==> config.mk <==
export PLATFORM = sky130hd
export DESIGN_NAME = aes_frame_tx
export DESIGN_NICKNAME = d
export VERILOG_FILES = /design/src/rtl/aes_platform_pkg.sv /design/src/rtl/aes_frame_parity.sv /design/src/rtl/aes_frame_tx.sv
export SDC_FILE = /design/constraint.sdc
export NUM_CORES = 1
export LEC_CHECK = 0
export CORE_MARGIN = 4
export CORE_UTILIZATION = 55
export CTS_CLUSTER_SIZE = 25
export DETAILED_ROUTE_END_ITERATION = 8
export GPL_TIMING_DRIVEN = 1
export PLACE_DENSITY = 0.86
export SYNTH_ARGS = -nofsm -noshare
export SYNTH_HDL_FRONTEND = slang
export SYNTH_SLANG_ARGS = --single-unit
export TNS_END_PERCENT = 20
==> constraint.sdc <==
create_clock -name clk -period 2.4 [get_ports clk]
set_input_delay 0.36 -clock clk [delete_from_list [all_inputs] [get_ports clk]]
set_output_delay 0.36 -clock clk [all_outputs]
set_load 0.01 [all_outputs]
==> src/rtl/aes_platform_pkg.sv <==
// rtl/aes_platform_pkg.sv - shared widths, frame size and transmitter state type
`timescale 1ns/1ps
package aes_platform_pkg;

  localparam int AES_BLOCK_W     = 128;
  localparam int AES_BYTE_W      = 8;
  localparam int AES_FRAME_BYTES = 16;

  typedef enum logic [1:0] {
    ST_IDLE,
    ST_SEND,
    ST_CHK,
    ST_GAP
  } tx_state_t;

endpackage

==> src/rtl/aes_frame_parity.sv <==
// rtl/aes_frame_parity.sv - running 8-bit XOR accumulator over sent payload bytes
//   clk, rst_n : clock, asynchronous active-low reset
//   clr        : zero the accumulator (takes priority over en)
//   en         : fold din into the accumulator
//   din        : byte being sent
//   acc        : XOR of all bytes folded since the last clear
`timescale 1ns/1ps
module aes_frame_parity
  import aes_platform_pkg::*;
(
  input  logic                  clk,
  input  logic                  rst_n,
  input  logic                  clr,
  input  logic                  en,
  input  logic [AES_BYTE_W-1:0] din,
  output logic [AES_BYTE_W-1:0] acc
);

  always_ff @(posedge clk or negedge rst_n) begin
    if (!rst_n) begin
      acc <= '0;
    end else if (clr) begin
      acc <= '0;
    end else if (en) begin
      acc <= acc ^ din;
    end
  end

endmodule

==> src/rtl/aes_frame_tx.sv <==
// rtl/aes_frame_tx.sv - pops 128-bit words from a FWFT FIFO and sends them bytewise on en ticks
//   clk, rst_n  : clock, asynchronous active-low reset
//   en          : byte-rate tick
//   data, empty : FIFO head word and empty flag
//   require     : one-cycle FIFO pop strobe
//   shakehand   : toggles once per byte; tx is valid on each toggle
//   tx          : byte lane, MSB byte of the word first
//   busy        : high whenever not idle
//   frames_sent : completed frame count, wraps
//   Optional macro AES_TX_PARITY_EN appends an XOR check byte to each frame.
`timescale 1ns/1ps
module aes_frame_tx
  import aes_platform_pkg::*;
#(
  parameter int IDLE_GAP    = 2,
  parameter int FRAME_BYTES = AES_FRAME_BYTES
) (
  input  logic                   clk,
  input  logic                   rst_n,
  input  logic                   en,
  input  logic [AES_BLOCK_W-1:0] data,
  input  logic                   empty,
  output logic                   require,
  output logic                   shakehand,
  output logic [AES_BYTE_W-1:0]  tx,
  output logic                   busy,
  output logic [31:0]            frames_sent
);

  localparam int IDX_W    = $clog2(FRAME_BYTES);
  localparam int GAP_LAST = (IDLE_GAP > 0) ? IDLE_GAP - 1 : 0;
  localparam int GAP_W    = (GAP_LAST > 0) ? $clog2(GAP_LAST + 1) : 1;

  tx_state_t              state;
  logic [AES_BLOCK_W-1:0] shreg;
  logic [IDX_W-1:0]       idx;
  logic [GAP_W-1:0]       gap_cnt;
  logic [AES_BYTE_W-1:0]  head_byte;

  assign head_byte = shreg[AES_BLOCK_W-1 -: AES_BYTE_W];

  // The pop strobe is a decode of IDLE with a non-empty FIFO: the word is
  // latched on the same edge the FIFO pops, so the strobe lasts exactly one
  // cycle and busy rises the cycle after. Gated by rst_n so no pop can occur
  // while reset is held.
  assign require = rst_n && (state == ST_IDLE) && !empty;

`ifdef AES_TX_PARITY_EN
  logic [AES_BYTE_W-1:0] parity;

  aes_frame_parity u_parity (
    .clk   (clk),
    .rst_n (rst_n),
    .clr   (require),
    .en    ((state == ST_SEND) && en),
    .din   (head_byte),
    .acc   (parity)
  );
`endif

  always_ff @(posedge clk or negedge rst_n) begin
    if (!rst_n) begin
      state       <= ST_IDLE;
      shreg       <= '0;
      idx         <= '0;
      gap_cnt     <= '0;
      shakehand   <= 1'b0;
      tx          <= '0;
      busy        <= 1'b0;
      frames_sent <= '0;
    end else begin
      case (state)
        ST_IDLE: begin
          // en in this cycle is deliberately not consumed.
          if (!empty) begin
            shreg <= data;
            idx   <= '0;
            busy  <= 1'b1;
            state <= ST_SEND;
          end
        end

        ST_SEND: begin
          if (en) begin
            tx        <= head_byte;
            shreg     <= {shreg[AES_BLOCK_W-AES_BYTE_W-1:0], {AES_BYTE_W{1'b0}}};
            shakehand <= ~shakehand;
            idx       <= idx + IDX_W'(1);
            if (idx == IDX_W'(FRAME_BYTES - 1)) begin
              frames_sent <= frames_sent + 32'd1;
              gap_cnt     <= '0;
`ifdef AES_TX_PARITY_EN
              state       <= ST_CHK;
`else
              state       <= ST_GAP;
`endif
            end
          end
        end

`ifdef AES_TX_PARITY_EN
        ST_CHK: begin
          if (en) begin
            tx        <= parity;
            shakehand <= ~shakehand;
            state     <= ST_GAP;
          end
        end
`endif

        ST_GAP: begin
          if (IDLE_GAP == 0) begin
            busy  <= 1'b0;
            state <= ST_IDLE;
          end else if (en) begin
            if (gap_cnt == GAP_W'(GAP_LAST)) begin
              busy  <= 1'b0;
              state <= ST_IDLE;
            end else begin
              gap_cnt <= gap_cnt + GAP_W'(1);
            end
          end
        end

        default: begin
          busy  <= 1'b0;
          state <= ST_IDLE;
        end
      endcase
    end
  end

endmodule

### Yosys cells after proc, flatten, opt, wreduce, memory -nomap -nowiden

Cells that the tools add are included.

| word-level totals | value |
|---|---|
| bits in registers | 177 |
| bits of input ports | 132 |
| output and inout bits | 43 |
| word-level logic and storage cells | 54 |

| cells by class | value |
|---|---|
| add/sub/neg operators | 3 |
| eq/ne operators | 8 |
| multiplexer cells | 21 |
| bitwise operators | 2 |
| reductions and logical operators | 12 |

Operators with widths:

| cell | number |
|---|---|
| $mux W128 | 2 |
| $pmux W128 S2 | 1 |
| $add A32 B1 Y32 const B | 1 |
| $mux W2 | 5 |
| $ne A2 B2 Y1 const B | 5 |
| $mux W4 | 2 |
| $pmux W4 S2 | 1 |
| $reduce_and A4 Y1 | 2 |
| $mux W1 | 7 |
| $pmux W2 S3 | 1 |
| $reduce_and A3 Y1 | 2 |
| $reduce_and A5 Y1 | 1 |
| $add A4 B1 Y4 const B | 1 |
| $eq A4 B4 Y1 const B | 1 |
| $reduce_bool A2 Y1 | 2 |
| $pmux W1 S3 | 1 |
| $eq A2 B1 Y1 const B | 1 |
| $eq A2 B2 Y1 const B | 1 |
| $logic_and A1 B1 Y1 | 2 |
| $logic_not A2 Y1 | 1 |
| $not A1 Y1 | 2 |
| $pmux W1 S2 | 1 |
| $reduce_and A2 Y1 | 1 |
| $add A1 B1 Y1 const B | 1 |
| $logic_not A1 Y1 | 1 |

### Logic depth before layout (Yosys ltp)

| logic depth | value |
|---|---|
| depth after elaboration | 4 |
| gate-level depth with buffers | 8 |
| mapped depth without buffers | 5 |

### Least setup slack after synthesis

OpenSTA, ideal clock, no wires.

| timing path | value |
|---|---|
| path type | register to register |
| start | register frames_sent[8] |
| end | register frames_sent[22] |
| arrival | 1588 ps |
| path slack | 733 ps |
| cell stages (with the launch flop) | 7 |
| path buffers | 2 |
| clock period less this slack | 1667 ps |
| cell sequence | dfrtp_1 nand4_2 or3_1 buf_6 buf_8 nor3b_2 xor2_1 |

| on the way | value |
|---|---|
| word-level cells in the longest chain between the ends | 1 |

RTL lines:

| what | line | text |
|---|---|---|
| start: declaration | aes_frame_tx.sv:27 | `output logic [31:0] frames_sent` |
| start signal: assignment | aes_frame_tx.sv:90 | `frames_sent <= frames_sent + 32'd1;` |
| $add A32 B1 Y32 | aes_frame_tx.sv:90 |  |

Every way passes these cells.
A chain may end at the register's enable or synchronous reset.

### Worst setup path in the final report

| timing path | value |
|---|---|
| start | register state[1] |
| end | output require |

| on the way | value |
|---|---|
| word-level cells in the longest chain between the ends | 3 |

RTL lines:

| what | line | text |
|---|---|---|
| start: declaration | aes_frame_tx.sv:34 | `tx_state_t state;` |
| start signal: assignment | aes_frame_tx.sv:63 | `state <= ST_IDLE;` |
| start signal: assignment | aes_frame_tx.sv:79 | `state <= ST_SEND;` |
| start signal: assignment | aes_frame_tx.sv:95 | `state <= ST_GAP;` |
| $logic_not A2 Y1 | aes_frame_tx.sv:46 | `assign require = rst_n && (state == ST_IDLE) && !empty;` |
| $logic_and A1 B1 Y1 (2 in series) | aes_frame_tx.sv:46 |  |
| end: declaration | aes_frame_tx.sv:23 | `output logic require,` |

Every way passes these cells.

==> impl_metrics.toml <==
[cts]
cts_root_buffer = "clkbuf_16"
cts_setup_buffers = 0
hold_buffers = 0
worst_skew_pair.late_latency_ps = 420
cts.sinks = 177
cts_resized = 0
cts_buffer_depth = 2
cts_tree = "done"
clkTransAtPathRegs_ps = 60
htree_levels = 4
cts_buffers = 17

[pwr]
ir_worst_vdd_v = 0.000973
switching_share_pct = 38.6
clock_power_share_pct = 21.3
p_leak_nw = 4.56
power.density_nw_per_um2 = 1270
p_comb_share_pct = 42.6
p_switching_mw = 5.14
internal_power_mw = 8.17
p_seq_share_pct = 36.0

[setup_path]
crit_buf_inv = 2
setup.worst_path.end_class = "primary output"
worstPathRequired_ps = 2040
start_kind = "flop"
crit_type = "flop to primary output"
r2r_cells = 6
path_max_fanout = 6
crit_slowest_cell = "clkdlybuf4s50_1"
path_delay_family = "buffers and inverters"
rrSetupSlack_ps = 360
cp.arrival_ps = 1930
path_cells = "nor3_1 > buf_4 > and2_1 > clkdlybuf4s50_1"
critPathMaxStageDelay_ps = 530
cp.depth = 4

[floorplan]
start_util_pct = 56.7
coreArea_um2 = 14000
rows = 43
dieHeight_um = 128
die-area_um2 = 16400
die_x_um = 128
io_pins = 175

[detailed_routing]
drt-initial-drc-count = 556
drt_wl_total_um = 19200
vias_per_cell = 5.51
dr.pass1.iters = 5
ant_nets = 0
routedWlPerCell_um = 15.9
drcViolationCount = 0
vias = 6655

[outcome]
status = "completed"

[min_path]
min_path_type = "primary input to asynchronous set/reset pin"

[run]
max-cap-violations = 0

[timing]
max_freq_mhz = 437
rsz0062_at_grt = "false"
max-slew-margin-rel_pct = 32.1
hold_viol = 0
setup_slack_ps = 113
tns_ps = 0
drv_slew = 0
fin_crit_ps = 2290
setup-violations-final = 0
fin_skew_ps = 7.73
fin_crit_sh_pct = 95.3
tightest_slew_ps = 1020

[cells_and_area]
fin_nets = 1150
area_growth_pct = 31.8
drive_gt1_share_pct = 7.30
diodes = 0
fillers = 1002

[global_route]
overflow = 0
grt_pass1_vias = 6376
antenna_found_initial = 0
grt_max_degree = 178
grt_pass1_wl_um = 31500
grt_util_all_layers_pct = 24.1

[synthesis]
synth.avg_cell_area_um2 = 9.15
synth_fp_nets = 1000
synth_cell_types = 39
ys_ff_latch = 177
ys_seq_area_share_pct = 55.9
syn_inst = 866
synth_warnings = 0
syn-cell-area_um2 = 7930

[placement]
gp_congestion = 0.806
hpwl_um = 13100
port_buffers = 174
dp_slack_ps = 152
-- registers in the layout (all words and copies together) (netlist names) --
signal,flops
busy,1
idx,4
state,2
shakehand,1
gap_cnt,1
frames_sent,32
shreg,128
tx,8
-- logic make-up (layout without fill, tap and decap cells) --
group	after synthesis	count (layout)	share of synthesized area, %
AO/OA/AOI/OAI	138	138	11.2
XOR/XNOR	32	32	3.54
adder cells (fa/ha/maj)	2	2	0.316
buffers and inverters	69	231	4.04
flip-flops	177	177	55.9
multiplexers	9	9	1.28
AND/OR/NAND/NOR	439	439	23.8
-- layer usage --
layer / vias to the layer above / part of all wire (%) / GRT usage, %
met1: 3216 / 42 / 32.5
met2: 194 / 50 / 38.7
li1: 3217 / - / -
met4: 0 / 1.5 / 7.37
met3: 28 / 6.2 / 5.92
met5: - / 0 / 0
-- power groups by stage --
stage,Sequential [mW],Combinational [mW],Clock (mW)
2_1_floorplan,4.67,4.15,0
3_3_place_gp,4.79,5.52,0
3_5_place_dp,4.81,5.71,0
4_1_cts,4.79,5.72,2.87
5_1_grt,4.91,6.45,3.00
6_report,4.79,5.67,2.84
-- worst paths after layout --
path                                       from         endpoint
worst max-delay path                   state[1]          require
worst min-delay path                      rst_n            tx[3]
worst max register to register         state[1]           idx[2]
worst min register to register  frames_sent[31]  frames_sent[31]
max in group asynchronous                 rst_n  frames_sent[30]
min in group clk                frames_sent[31]  frames_sent[31]
-- cells in the mapped netlist, drive strengths merged --
cell type	count	area [um2]
a21oi	3	15.0
a22o	8	70.1
a31oi	120	751
a32o	2	20.0
and2	3	18.8
and3	1	6.26
and3b	1	8.76
and4	6	52.6
and4b	1	10.0
buf	36	196
clkbuf	28	105
dfrtp	177	4430
ha	2	25.0
inv	5	18.8
mux2	9	101
nand2	254	953
nand2b	2	12.5
nand3	8	40.0
nand3b	1	7.51
nand4	11	90.1
nand4b	1	8.76
nor2	128	480
nor2b	2	12.5
nor3	11	90.1
nor3b	1	12.5
nor4	6	68.8
o211a	1	10.0
o21ai	4	20.0
or3	2	12.5
xnor2	14	123
xor2	18	158
-- per-stage QoR --
step / area, um2 / hold WS (ps) / cells / power (mW) / util, %
after floorplan: 7930 / 64.4 / 866 / 8.82 / -
after global placement: 9830 / 456 / 1175 / 10.3 / 70.3
after detailed placement: 9830 / 461 / 1175 / 10.5 / 70.3
after CTS: 10400 / 188 / 1206 / 13.4 / 74.6
after global routing: 10400 / 192 / 1208 / 14.4 / 74.7
final: 10400 / 22.4 / 1208 / 13.3 / 74.7
-- cell type report --
class                           count  area [um2]  share of cell area (%)
Clock buffer                       26         499                    4.78
Clock inverter                      5         100                   0.958
Inverter                            5        18.8                   0.180
Multi-Input combinational cell    620        3200                    30.6
Sequential cell                   177        4430                    42.4
Tap cell                          180         225                    2.16
Timing Repair Buffer              195        1980                    18.9
-- layout by cell type (no fill, tap or decap), drive strengths merged, types with 9 or more instances in the layout --
cell	count
nand2	254
mux2	9
nand4	11
xnor2	14
buf	22
dfrtp	177
nor2	128
clkdlybuf4s50	173
a31oi	120
clkbuf	26
nor3	11
xor2	18
No activity file was read; power rests on OpenSTA's default activity.
